File: src/rtl/ts_cc_monitor_ctrl.sv
// ---------------------------------------------------------------------------
// ts_cc_monitor_ctrl
//
// Continuity-counter monitor for MPEG-TS carried in IP/UDP payload bursts.
// Each data_in_en burst is one IP payload. The parser skips HDR_BYTES header
// bytes, then walks aligned TS_LEN-byte packets. It extracts PID and CC and
// checks them against a small software-configured PID table.
//
// Ports
//   clk, rst      system clock, synchronous active-high reset
//   data_in       stream byte, valid while data_in_en=1
//   data_in_en    burst framing (one burst = one IP payload)
//   cfg_we        single-cycle PID table write strobe
//   cfg_idx       table entry to write (indices >= NUM_PID are ignored)
//   cfg_pid       PID to monitor
//   cfg_valid     entry enable
//   err_clr       clears all error flags and counters
//   err_sel       selects the entry whose counter is shown on err_cnt
//   cc_err_flag   sticky per-entry CC error flag
//   err_cnt       saturating error count of entry err_sel (1-cycle latency)
//   sync_lost     one-cycle pulse when an expected sync byte is not 0x47
// ---------------------------------------------------------------------------
module ts_cc_monitor_ctrl #(
    parameter int NUM_PID   = 4,
    parameter int HDR_BYTES = 6,
    parameter int TS_LEN    = 188,
    parameter int CNT_W     = 16
) (
    input  logic               clk,
    input  logic               rst,
    input  logic [7:0]         data_in,
    input  logic               data_in_en,
    input  logic               cfg_we,
    input  logic [2:0]         cfg_idx,
    input  logic [12:0]        cfg_pid,
    input  logic               cfg_valid,
    input  logic               err_clr,
    input  logic [2:0]         err_sel,
    output logic [NUM_PID-1:0] cc_err_flag,
    output logic [CNT_W-1:0]   err_cnt,
    output logic               sync_lost
);

    // The byte counter serves both the header skip and the packet body.
    localparam int MAX_LEN = (HDR_BYTES > TS_LEN) ? HDR_BYTES : TS_LEN;
    localparam int BCW     = $clog2(MAX_LEN + 1);

    localparam logic [BCW-1:0]   HDR_LAST = BCW'(HDR_BYTES);
    localparam logic [BCW-1:0]   PKT_LAST = BCW'(TS_LEN);
    localparam logic [BCW-1:0]   H3_POS   = BCW'(4);
    localparam logic [CNT_W-1:0] CNT_MAX  = '1;

    typedef enum logic [2:0] {
        IDLE, SKIP, SYNC, H1, H2, H3, BODY, DROP
    } state_t;

    typedef struct packed {
        logic [12:0] pid;
        logic        valid;
        logic        seen;
        logic [3:0]  last_cc;
    } entry_t;

    state_t             state, state_nxt;
    logic [BCW-1:0]     byte_cnt;
    logic [BCW-1:0]     cnt_inc;
    logic [4:0]         pid_hi;
    logic [7:0]         pid_lo;
    logic [12:0]        pkt_pid;
    logic [3:0]         cc_in;
    logic               has_payload;
    logic               h3_fire;
    logic               taken;
    logic [NUM_PID-1:0] hit;
    logic [NUM_PID-1:0] err_vec;
    logic [NUM_PID-1:0] cfg_hit;
    logic [CNT_W-1:0]   sel_cnt;

    entry_t             tab       [NUM_PID];
    logic [CNT_W-1:0]   err_count [NUM_PID];

    assign cnt_inc     = byte_cnt + BCW'(1);
    assign pkt_pid     = {pid_hi, pid_lo};
    assign cc_in       = data_in[3:0];
    assign has_payload = data_in[4];
    assign h3_fire     = (state == H3) && data_in_en;

    // ---------------- Parser FSM ----------------
    // NOTE: sequential state uses non-blocking (<=) so every register samples
    // the pre-edge values of the others, independent of block ordering.
    always_ff @(posedge clk) begin
        if (rst) state <= IDLE;
        else     state <= state_nxt;
    end

    // NOTE: every signal driven here gets a default first; a path that left
    // one unassigned would infer a latch.
    always_comb begin
        state_nxt = state;
        if (!data_in_en) begin
            state_nxt = IDLE;
        end else begin
            case (state)
                IDLE: state_nxt = (HDR_BYTES == 1) ? SYNC : SKIP;
                SKIP: if (cnt_inc == HDR_LAST) state_nxt = SYNC;
                SYNC: state_nxt = (data_in == 8'h47) ? H1 : DROP;
                H1:   state_nxt = H2;
                H2:   state_nxt = H3;
                H3:   state_nxt = BODY;
                BODY: if (cnt_inc == PKT_LAST) state_nxt = SYNC;
                DROP: state_nxt = DROP;
                default: state_nxt = IDLE;
            endcase
        end
    end

    // Bytes consumed so far in the header (IDLE/SKIP) or current packet (H3/BODY).
    always_ff @(posedge clk) begin
        if (rst) begin
            byte_cnt <= '0;
        end else if (data_in_en) begin
            case (state)
                IDLE:       byte_cnt <= BCW'(1);
                SKIP, BODY: byte_cnt <= cnt_inc;
                H3:         byte_cnt <= H3_POS;
                default:    byte_cnt <= byte_cnt;
            endcase
        end
    end

    always_ff @(posedge clk) begin
        if (rst) begin
            pid_hi    <= '0;
            pid_lo    <= '0;
            sync_lost <= 1'b0;
        end else begin
            if (data_in_en && state == H1) pid_hi <= data_in[4:0];
            if (data_in_en && state == H2) pid_lo <= data_in;
            sync_lost <= data_in_en && (state == SYNC) && (data_in != 8'h47);
        end
    end

    // ---------------- Lookup and CC check ----------------
    // Only the lowest-index matching entry is hit. A duplicate CC is always
    // accepted; with a payload, last_cc+1 (mod 16) is also accepted.
    always_comb begin
        hit     = '0;
        err_vec = '0;
        cfg_hit = '0;
        taken   = 1'b0;
        for (int i = 0; i < NUM_PID; i++) begin
            if (!taken && tab[i].valid && tab[i].pid == pkt_pid) begin
                hit[i] = h3_fire;
                taken  = 1'b1;
            end
            err_vec[i] = hit[i] && tab[i].seen && (cc_in != tab[i].last_cc) &&
                         (!has_payload || cc_in != (tab[i].last_cc + 4'd1));
            cfg_hit[i] = cfg_we && (cfg_idx == 3'(i));
        end
    end

    // A config write beats a same-cycle packet update. A new error beats a
    // same-cycle err_clr, so the counter restarts at 1.
    // NOTE: the table is explicitly reset; it is a handful of flops, not RAM,
    // and software relies on valid=0 after reset.
    always_ff @(posedge clk) begin
        if (rst) begin
            cc_err_flag <= '0;
            for (int i = 0; i < NUM_PID; i++) begin
                tab[i]       <= '0;
                err_count[i] <= '0;
            end
        end else begin
            for (int i = 0; i < NUM_PID; i++) begin
                if (cfg_hit[i]) begin
                    tab[i].pid     <= cfg_pid;
                    tab[i].valid   <= cfg_valid;
                    tab[i].seen    <= 1'b0;
                    cc_err_flag[i] <= 1'b0;
                    err_count[i]   <= '0;
                end else begin
                    if (hit[i] && has_payload) begin
                        tab[i].last_cc <= cc_in;
                        tab[i].seen    <= 1'b1;
                    end
                    if (err_vec[i]) begin
                        cc_err_flag[i] <= 1'b1;
                        if (err_clr)                       err_count[i] <= CNT_W'(1);
                        else if (err_count[i] != CNT_MAX)  err_count[i] <= err_count[i] + CNT_W'(1);
                    end else if (err_clr) begin
                        cc_err_flag[i] <= 1'b0;
                        err_count[i]   <= '0;
                    end
                end
            end
        end
    end

    // ---------------- Counter readout ----------------
    always_comb begin
        sel_cnt = '0;
        for (int i = 0; i < NUM_PID; i++) begin
            if (err_sel == 3'(i)) sel_cnt = err_count[i];
        end
    end

    always_ff @(posedge clk) begin
        if (rst) err_cnt <= '0;
        else     err_cnt <= sel_cnt;
    end

endmodule

File: config.mk
export PLATFORM = sky130hd
export DESIGN_NAME = ts_cc_monitor_ctrl
export DESIGN_NICKNAME = d
export VERILOG_FILES = /design/src/rtl/ts_cc_monitor_ctrl.sv
export SDC_FILE = /design/constraint.sdc
export NUM_CORES = 1
export LEC_CHECK = 0
export CAP_MARGIN = 25
export CORE_MARGIN = 2
export CORE_UTILIZATION = 35
export CTS_CLUSTER_SIZE = 28
export DETAILED_ROUTE_END_ITERATION = 7
export DONT_BUFFER_PORTS = 1
export GPL_TIMING_DRIVEN = 0
export SYNTH_ARGS = -nofsm -noshare
export SYNTH_HDL_FRONTEND = slang
export SYNTH_SLANG_ARGS = --single-unit
File: constraint.sdc
create_clock -name clk -period 3.71 [get_ports clk]
set_input_delay 0.9275 -clock clk [delete_from_list [all_inputs] [get_ports clk]]
set_output_delay 0.9275 -clock clk [all_outputs]
set_load 0.01 [all_outputs]
==> results.yml, run 1 <==
status:
  outcome: "complete, no violations"
timing:
  hold_violations: 0
  fin_worst_skew_ns: 0.01833
  fmax_mhz: 297.1
  slew_headroom_pct: 26.28
  whs_ns: 0.5224
  rsz0062_at_grt: "false"
  finalSetupViolations: 0
  period_share_pct: 90.72
  fin_ws_ns: 0.3442
  period_needed_ns: 3.366
  slew_viol_final: 0
  tns_ns: 0
  tightest_slew_ns: 1.096
global_route:
  grt_pass1_vias: 6608
  grt_max_degree: 20
  grt_pass1_wl_um: 36750
  overflow: 0
  grt_use_total_pct: 16.64
  antenna_found_initial: 0
route:
  via_count: 6727
  via_per_inst: 5.062
  ant_nets: 0
  drtPass1Iterations: 5
  first_iter_violations: 569
  routedWlPerCell_um: 17.57
  wl_um: 23350
  route.detailed.drc: 0
pwr:
  p_leak_nw: 3.758
  p_per_area_nw_per_um2: 413.3
  ir_drop_mv: 0.3333
place:
  place_congestion: 0.8419
  io_buffers: 0
  place_hpwl_um: 17230
  place_ws_ns: -0.09100
critical_path:
  cp_num_buf_inv: 3
  cp-start-kind: "flop"
  crit_path_cell_trace: "buf_2 -> xnor2_1 -> nand3_1 -> or4_1 -> nor3b_2 -> nand3_2 -> buf_4 -> o21ai_1 -> buf_6"
  crit_type: "reg2reg"
  worstPathArrival_ns: 3.51
  worstPathRequired_ns: 3.85
  critPathTopFamily: "simple AND/OR/NAND/NOR gates"
  crit_fanout: 10
  cpPeakStageDelay_ns: 0.60
  cp_slowest_cell: "o21ai_1"
  critPathCaptureType: "flop"
clock_network:
  worst_skew_pair.late_latency_ns: 0.44
  path_clk_slew_ns: 0.08
  cts_hold_buf: 0
  cts_root_buf: "clkbuf_16"
  clock_path_buffers: 2
  cts_tree: "built"
  cts_made_buffers: 17
  cts.sinks: 185
  cts_max_level: 4
final_layout:
  fill_cells: 2695
  syn_to_final_growth_pct: 11.10
  diodes: 0
  fin_nets: 981
  final_common_cell: "edfxtp_1"
  mostFrequentLayoutCells: "edfxtp_1, nor2_1, xnor2_1"
  drive_gt1_share_pct: 9.359
logic_synthesis:
  synthFlopType: "edfxtp_1"
  synth_seq_cells: 185
  synth_cells: 916
  synth_enable_flop_cells: 140
  syn_avg_cell_area_um2: 10.62
  ys_seq_area_share_pct: 52.47
  ys_types: 62
  netlist_area_um2: 9729
  synth_nets: 959
  synthArstFlopShare_pct: 0
  yosys_warnings: 0
job:
  maxCapViolations: 0
floorplan:
  dieArea_um2: 29150
  die-width_um: 170.7
  ios: 54
  start_util_pct: 35.31
  die_h_um: 170.7
  rows: 61
  coreArea_um2: 27550
hold_path:
  hold_path_class: "reg2reg"
-- area by class of cell --
cell class	instances	area, µm²	area share, %
clock inverter	14	143.9	1.331
sequential	185	5105	47.23
inverter	14	52.55	0.4862
clock buffer	18	429.2	3.970
timing repair buffer	3	27.53	0.2547
multi-input combinational	662	4290	39.69
buffer	55	287.8	2.662
tap	378	473.0	4.376
-- worst register-to-register path: stages (launching register included) --
cell	delay, ns
dfxtp_1	0.30
buf_2	0.17
xnor2_1	0.15
nand3_1	0.19
or4_1	0.21
nor3b_2	0.56
nand3_2	0.38
buf_4	0.28
o21ai_1	0.60
buf_6	0.24
-- worst paths after layout --
check / from / endpoint / slack [ns] / cells past startpoint
worst max-delay path: pid_hi[1]$_SDFFE_PP0P_ / err_count[2][15]$_SDFFCE_PP0P_ / 0.34 / 9
worst min-delay path: cc_err_flag[0]$_SDFFE_PP0P_ / cc_err_flag[0]$_SDFFE_PP0P_ / 0.52 / 2
worst max register to register: pid_hi[1]$_SDFFE_PP0P_ / err_count[2][15]$_SDFFCE_PP0P_ / 0.34 / 9
worst min register to register: cc_err_flag[0]$_SDFFE_PP0P_ / cc_err_flag[0]$_SDFFE_PP0P_ / 0.52 / 2
-- sequential cells by signal, summed over array words and instances (netlist names) --
name	cells
tab	76
err_count	64
err_cnt	16
byte_cnt	8
pid_lo	8
pid_hi	5
cc_err_flag	4
state	3
sync_lost	1
-- power by group --
part | switching, mW | internal [mW]
logic | 0.171 | 0.109
clock network | 0.893 | 0.903
registers | 0.0773 | 2.31
-- timing repair --
action | in CTS | in global routing
resized for setup | 0 | 1
setup buffers | 0 | 0
endpoints found under the setup margin | 0 | 8
-- layer usage --
layer  up-vias  GRT usage, %  wire length, µm
li1       3297             -                -
met1      3213         21.10            10060
met2       189         28.32            11300
met3        28         3.956             1599
met4         0         4.608              393
met5         -             0                0
-- synthesized netlist by cell type, types with 13 or more instances --
library cell / n / share of area [%]
edfxtp_1: 140 / 43
xnor2_1: 79 / 7.1
o21ai_0: 24 / 1.2
and3_1: 42 / 2.7
nor3_1: 31 / 1.6
nand3_1: 39 / 2.0
nor4_1: 13 / 0.84
nand4_1: 26 / 1.7
xor2_1: 58 / 5.2
clkbuf_1: 29 / 1.1
and2_1: 47 / 3.0
inv_1: 14 / 0.54
dfxtp_1: 45 / 9.3
nand2_1: 45 / 1.7
nor2_1: 116 / 4.5
-- per-stage QoR --
stage / utilization (%) / instances / area [µm²] / total power, mW
2_1_floorplan: - / 916 / 9729 / 2.624
3_3_place_gp: 37.03 / 1294 / 10200 / 2.709
3_5_place_dp: 37.13 / 1297 / 10230 / 2.717
4_1_cts: 39.21 / 1329 / 10800 / 4.497
5_1_grt: 39.23 / 1329 / 10810 / 4.633
6_report: 39.23 / 1329 / 10810 / 4.468
-- cell families (layout without fill, tap and decap cells) --
logic type      Yosys count  count (layout)  share of synthesized area [%]
buf+inv                  69             104                          3.498
mux                      20              20                          2.276
xor+xnor                139             139                          12.67
simple gates            411             411                          22.20
compound gates           82              82                          5.607
flops                   185             185                          52.47
fa+ha+maj                10              10                          1.286
(Power assumes the default switching activity.)
==> inputs of run 2 (changes only) <==
- CAP_MARGIN: 25 -> 0
==> run 2 against run 1 <==
Against the previous run:
- core utilization about the same
- sequential cell count unchanged
- sequential share of layout area up 0.060 points
- power down 0.36%
- clock-buffer cell count unchanged
- global-route usage down 0.081 points
- setup slack worse by 0.13 ns
- register-to-register slack worse by 0.13 ns
- clock power about the same
- die area unchanged
- fmax down 3.7%
- design area down 0.13%
==> results.yml, run 2 (same netlist as run 1, synthesis figures left out) <==
status:
  outcome: "complete, no violations"
route:
  routedWlPerCell_um: 17.43
  first_iter_violations: 515
  via_count: 6764
  drtPass1Iterations: 5
  ant_nets: 0
  wl_um: 23140
  via_per_inst: 5.097
  route.detailed.drc: 0
global_route:
  overflow: 0
  grt_pass1_vias: 6555
  grt_pass1_wl_um: 36510
  grt_use_total_pct: 16.56
  grt_max_degree: 20
  antenna_found_initial: 0
final_layout:
  largest_registers: "tab (76), err_count (64), err_cnt (16)"
  diodes: 0
  mostFrequentLayoutCells: "edfxtp_1, nor2_1, xnor2_1"
  syn_to_final_growth_pct: 10.96
  largest_register_ffs: 76
  fin_nets: 979
  regMostFlops: "tab"
  utilization_pct: 39.18
  final_common_cell: "edfxtp_1"
  fill_cells: 2711
  drive_gt1_share_pct: 9.273
timing:
  period_share_pct: 94.23
  fin_worst_skew_ns: 0.01311
  finalSetupViolations: 0
  fmax_mhz: 286.1
  tightest_slew_ns: 1.062
  rsz0062_at_grt: "false"
  slew_headroom_pct: 28.52
  hold_violations: 0
  slew_viol_final: 0
  period_needed_ns: 3.496
critical_path:
  critPathCaptureType: "flop"
  worstPathRequired_ns: 3.76
  crit_fanout: 16
  cp-start-kind: "flop"
  worstPathArrival_ns: 3.55
  crit_type: "reg2reg"
pwr:
  ir_drop_mv: 0.3155
  p_leak_nw: 3.748
  p_per_area_nw_per_um2: 412.3
  power_mw: 4.451
clock_network:
  clock_path_buffers: 2
  cts_root_buf: "clkbuf_16"
  path_clk_slew_ns: 0.08
  cts_tree: "built"
  worst_skew_pair.late_latency_ns: 0.43
  cts_max_level: 4
  cts_made_buffers: 17
  cts.sinks: 185
job:
  maxCapViolations: 0
place:
  place_congestion: 0.8419
  io_buffers: 0
  place_hpwl_um: 17090
floorplan:
  dieArea_um2: 29150
  coreArea_um2: 27550
  rows: 61
  die-width_um: 170.7
  die_h_um: 170.7
  start_util_pct: 35.31
  ios: 54
hold_path:
  hold_path_class: "reg2reg"
## run 2: cell count changes in the layout (fill, tap and decap cells not counted), sizes merged
cell  delta
buf      -2
## run 2: timing repair
item	in CTS	in global routing
hold buffers	0	0
setup endpoints to repair	16	0
buffers inserted	0	0
gates resized for setup	1	0
## run 2: area by class of cell
class	count	area, µm²	area share, %
repair buffers	1	11.26	0.1043
multi-input cells	662	4293	39.77
clock buffers	18	429.2	3.975
flip-flops and latches	185	5105	47.29
clock inverters	14	143.9	1.333
well taps	378	473.0	4.381
plain buffers	55	287.8	2.666
inverters	14	52.55	0.4868
## run 2: stage by stage
step | setup WS, ns | area (µm²) | setup TNS [ns] | instances | hold WS (ns)
after floorplan | 0.3155 | 9729 | 0 | 916 | 0.4666
after global placement | -0.4906 | 10200 | -14.99 | 1294 | 0.5106
after detailed placement | -0.3795 | 10210 | -8.348 | 1295 | 0.5108
after CTS | 0.2302 | 10790 | 0 | 1327 | 0.5234
after global routing | 0.01426 | 10800 | 0 | 1327 | 0.5668
final | 0.2141 | 10800 | 0 | 1327 | 0.5252
## run 2: routing by layer
metal / part of all wire [%] / GRT usage (%) / up-vias
met2: 47 / 27.09 / 197
met3: 6.4 / 4.326 / 31
met1: 44 / 21.52 / 3242
met5: 0 / 0 / -
li1: - / - / 3294
met4: 2.2 / 4.942 / 0
## run 2: path summary, 6_finish.rpt
check,startpoint,end,slack [ns],cells past startpoint
hold reg to reg,cc_err_flag[0]$_SDFFE_PP0P_,cc_err_flag[0]$_SDFFE_PP0P_,0.53,2
hold / removal,cc_err_flag[0]$_SDFFE_PP0P_,cc_err_flag[0]$_SDFFE_PP0P_,0.53,2
setup reg to reg,pid_lo[6]$_SDFFE_PP0P_,err_count[2][15]$_SDFFCE_PP0P_,0.21,7
setup / recovery,pid_lo[6]$_SDFFE_PP0P_,err_count[2][15]$_SDFFCE_PP0P_,0.21,7
## run 2: power breakdown
part           internal (mW)  switching, mW
clock network          0.904          0.879
logic                  0.108          0.170
registers               2.31         0.0775
## run 2: critical path, cell delays in order, from the launching register on
cell and delay, ns:
dfxtp_1 0.31, buf_2 0.22, xnor2_1 0.14, nand4_1 0.16, nor4_1 0.89, nand3_2 0.42, buf_4 0.31, o21ai_2 0.65
==> inputs of run 3 (changes only) <==
- ABC_AREA: not set -> 1
- clock period: 3.71 -> 3.01 ns (I/O delays scaled with it)
==> run 3 against run 2 <==
Against the previous run:
- first-iteration DRC count is 60% higher
- wire length up 16%
- clock skew rose by 0.0021 ns
- combinational power increased by 62%
- highest routed layer unchanged
- largest power group unchanged
==> results.yml, run 3 <==
logic_synthesis:
  syn_avg_cell_area_um2: 8.281
  ys_seq_area_share_pct: 48.16
  synth_seq_cells: 185
  synth_enable_flop_cells: 140
  synth_top_cell_area_share_pct: 39.66
  synth.area.top_cells: "edfxtp_1, nand2_1, dfxtp_1"
  yosys_warnings: 0
  synth_most_common_cell: "nand2_1"
  synthFlopType: "edfxtp_1"
  synth_nets: 1323
  synth_cells: 1280
  synth_top_area_cell: "edfxtp_1"
  ys_types: 46
  yosys-top-cells-count: "nand2_1, nor2_1, inv_1, edfxtp_1, xor2_1"
  netlist_area_um2: 10600
  synthArstFlopShare_pct: 0
pwr:
  p_seq_share_pct: 51.5
  swShare_pct: 26.17
  p_leak_nw: 4.811
  p_per_area_nw_per_um2: 488.7
  power_frac_clock_pct: 40.6
  ir_drop_mv: 0.3845
  p_int_mw: 4.224
  p_comb_share_pct: 7.9
  switchingPower_mw: 1.497
route:
  first_iter_violations: 824
  via_count: 8111
  wl_um: 26770
  via_per_inst: 4.760
  drtPass1Iterations: 8
  route.detailed.drc: 0
  routedWlPerCell_um: 15.71
  ant_nets: 0
floorplan:
  ios: 54
  die_h_um: 178.0
  dieArea_um2: 31690
  rows: 63
  start_util_pct: 35.67
  coreArea_um2: 29720
  die-width_um: 178.0
hold_path:
  hold_path_class: "in2reg"
  min_path_cells: 2
  hold_path_end: "sync_lost$_SDFF_PP0_"
  min_from: "data_in_en"
timing:
  tightest_slew_ns: 0.8084
  slew_viol_final: 0
  rsz0062_at_grt: "false"
  slew_headroom_pct: 45.69
  hold_violations: 0
  finalSetupViolations: 0
  fmax_mhz: 380.4
  fin_ws_ns: 0.3813
  fin_worst_skew_ns: 0.01524
  period_share_pct: 87.33
  period_needed_ns: 2.629
place:
  place_congestion: 0.9317
  io_buffers: 0
  place_ws_ns: -0.5930
  place_hpwl_um: 20220
  dp.cells: 1670
critical_path:
  rr_startpoint: "pid_hi[3]$_SDFFE_PP0P_"
  reg2reg_slack_ns: 0.38
  r2r-end: "err_count[0][4]$_SDFFCE_PP0P_"
  worstPathArrival_ns: 2.75
  worstPathRequired_ns: 3.13
  crit_type: "in2reg"
  rr_worst_depth: 12
  cp-start-kind: "primary input"
  critPathCaptureType: "flop"
  crit_fanout: 16
status:
  outcome: "complete, no violations"
global_route:
  grt_use_total_pct: 17.60
  grt_pass1_vias: 7867
  overflow: 0
  grt_max_degree: 19
  grt_pass1_wl_um: 42440
  antenna_found_initial: 1
job:
  maxCapViolations: 0
final_layout:
  largest_registers: "tab (76), err_count (64), err_cnt (16)"
  fin_nets: 1343
  regMostFlops: "tab"
  drive_gt1_share_pct: 10.43
  syn_to_final_growth_pct: 10.45
  largest_register_ffs: 76
  multiInputGateArea_um2: 4603
  register_area_um2: 5105
  final_common_cell: "nand2_1"
  mostFrequentLayoutCells: "nand2_1, nor2_1, inv_1"
  fill_cells: 2957
  final_cell_count_no_fill: 1704
clock_network:
  path_clk_slew_ns: 0.08
  cts_made_buffers: 17
  worst_skew_pair.late_latency_ns: 0.46
  clock_path_buffers: 2
  cts.sinks: 185
  cts_root_buf: "clkbuf_16"
  cts_max_level: 4
  cts_tree: "built"
[run 3: cells by family (layout without fill, tap and decap cells)]
logic type | count (synthesis) | count (layout) | share of synthesized area [%]
XOR/XNOR | 84 | 84 | 6.941
AO/OA/AOI/OAI | 97 | 97 | 5.359
adder cells (fa/ha/maj) | 10 | 10 | 1.180
AND/OR/NAND/NOR | 684 | 684 | 29.85
other | 0 | 1 | 0
flip-flops | 185 | 185 | 48.16
buffers and inverters | 220 | 253 | 8.510
[run 3: how the worst max path moves through the flow]
stage	slack, ns	endpoint	startpoint	cells past startpoint
final	0.38	err_count[0][4]$_SDFFCE_PP0P_	cfg_idx[2]	10
after global routing	0.23	err_count[3][13]$_SDFFCE_PP0P_	cfg_idx[2]	11
after CTS	0.03	err_count[0][5]$_SDFFCE_PP0P_	cfg_idx[2]	10
after detailed placement	-0.59	err_count[2][4]$_SDFFCE_PP0P_	cfg_idx[2]	9
after global placement	-0.59	err_count[3][10]$_SDFFCE_PP0P_	cfg_idx[2]	11
after floorplan	0.22	err_count[3][0]$_SDFFCE_PP0P_	cfg_idx[2]	11
[run 3: what timing repair did]
item	4_1_cts	5_1_grt
buffers inserted	0	1
setup endpoints to repair	32	34
hold buffers	0	0
hold endpoints to repair	0	0
gates resized for setup	2	3
[run 3: final cells by class]
cell class	instances	area share, %
buffer	27	1.518
tap	390	4.168
multi-input combinational	875	39.32
inverter	193	6.220
clock inverter	13	1.122
clock buffer	19	3.965
sequential	185	43.60
timing repair buffer	1	0.06412
antenna	1	0.02137
[run 3: metal layers]
| layer | vias to the layer above | global-route usage (%) | share of wire, % |
|---|---|---|---|
| li1 | 4113 | - | - |
| met1 | 3783 | 23.76 | 46 |
| met2 | 187 | 28.02 | 46 |
| met3 | 28 | 4.199 | 5.8 |
| met4 | 0 | 5.191 | 1.5 |
| met5 | - | 0 | 0 |
[run 3: through the flow]
stage	power [mW]	setup TNS [ns]	hold WS [ns]	utilization (%)	instance area, µm²
after floorplan	3.305	0	0.4590	-	10600
after global placement	3.443	-26.32	0.4757	37.31	11090
after detailed placement	3.449	-26.49	0.4730	37.31	11090
after CTS	5.734	0	0.4236	39.33	11690
after global routing	5.906	0	0.4358	39.39	11710
final	5.721	0	0.4265	39.40	11710
[run 3: power groups by stage]
stage	clock network (mW)	logic [mW]	registers, mW
after detailed placement	0	0.444	3.01
after CTS	2.34	0.447	2.95
after global routing	2.44	0.507	2.96
after floorplan	0	0.333	2.97
after global placement	0	0.441	3.00
final	2.32	0.450	2.95
[run 3: worst max-delay path, cell delays in order]
cell and delay [ns]:
inv_1 0.03, nand2_1 0.09, nor3_1 0.31, inv_1 0.14, nand2_2 0.45, nor2_1 0.21
and2_4 0.22, nand2_4 0.09, buf_12 0.18, nand2_2 0.26
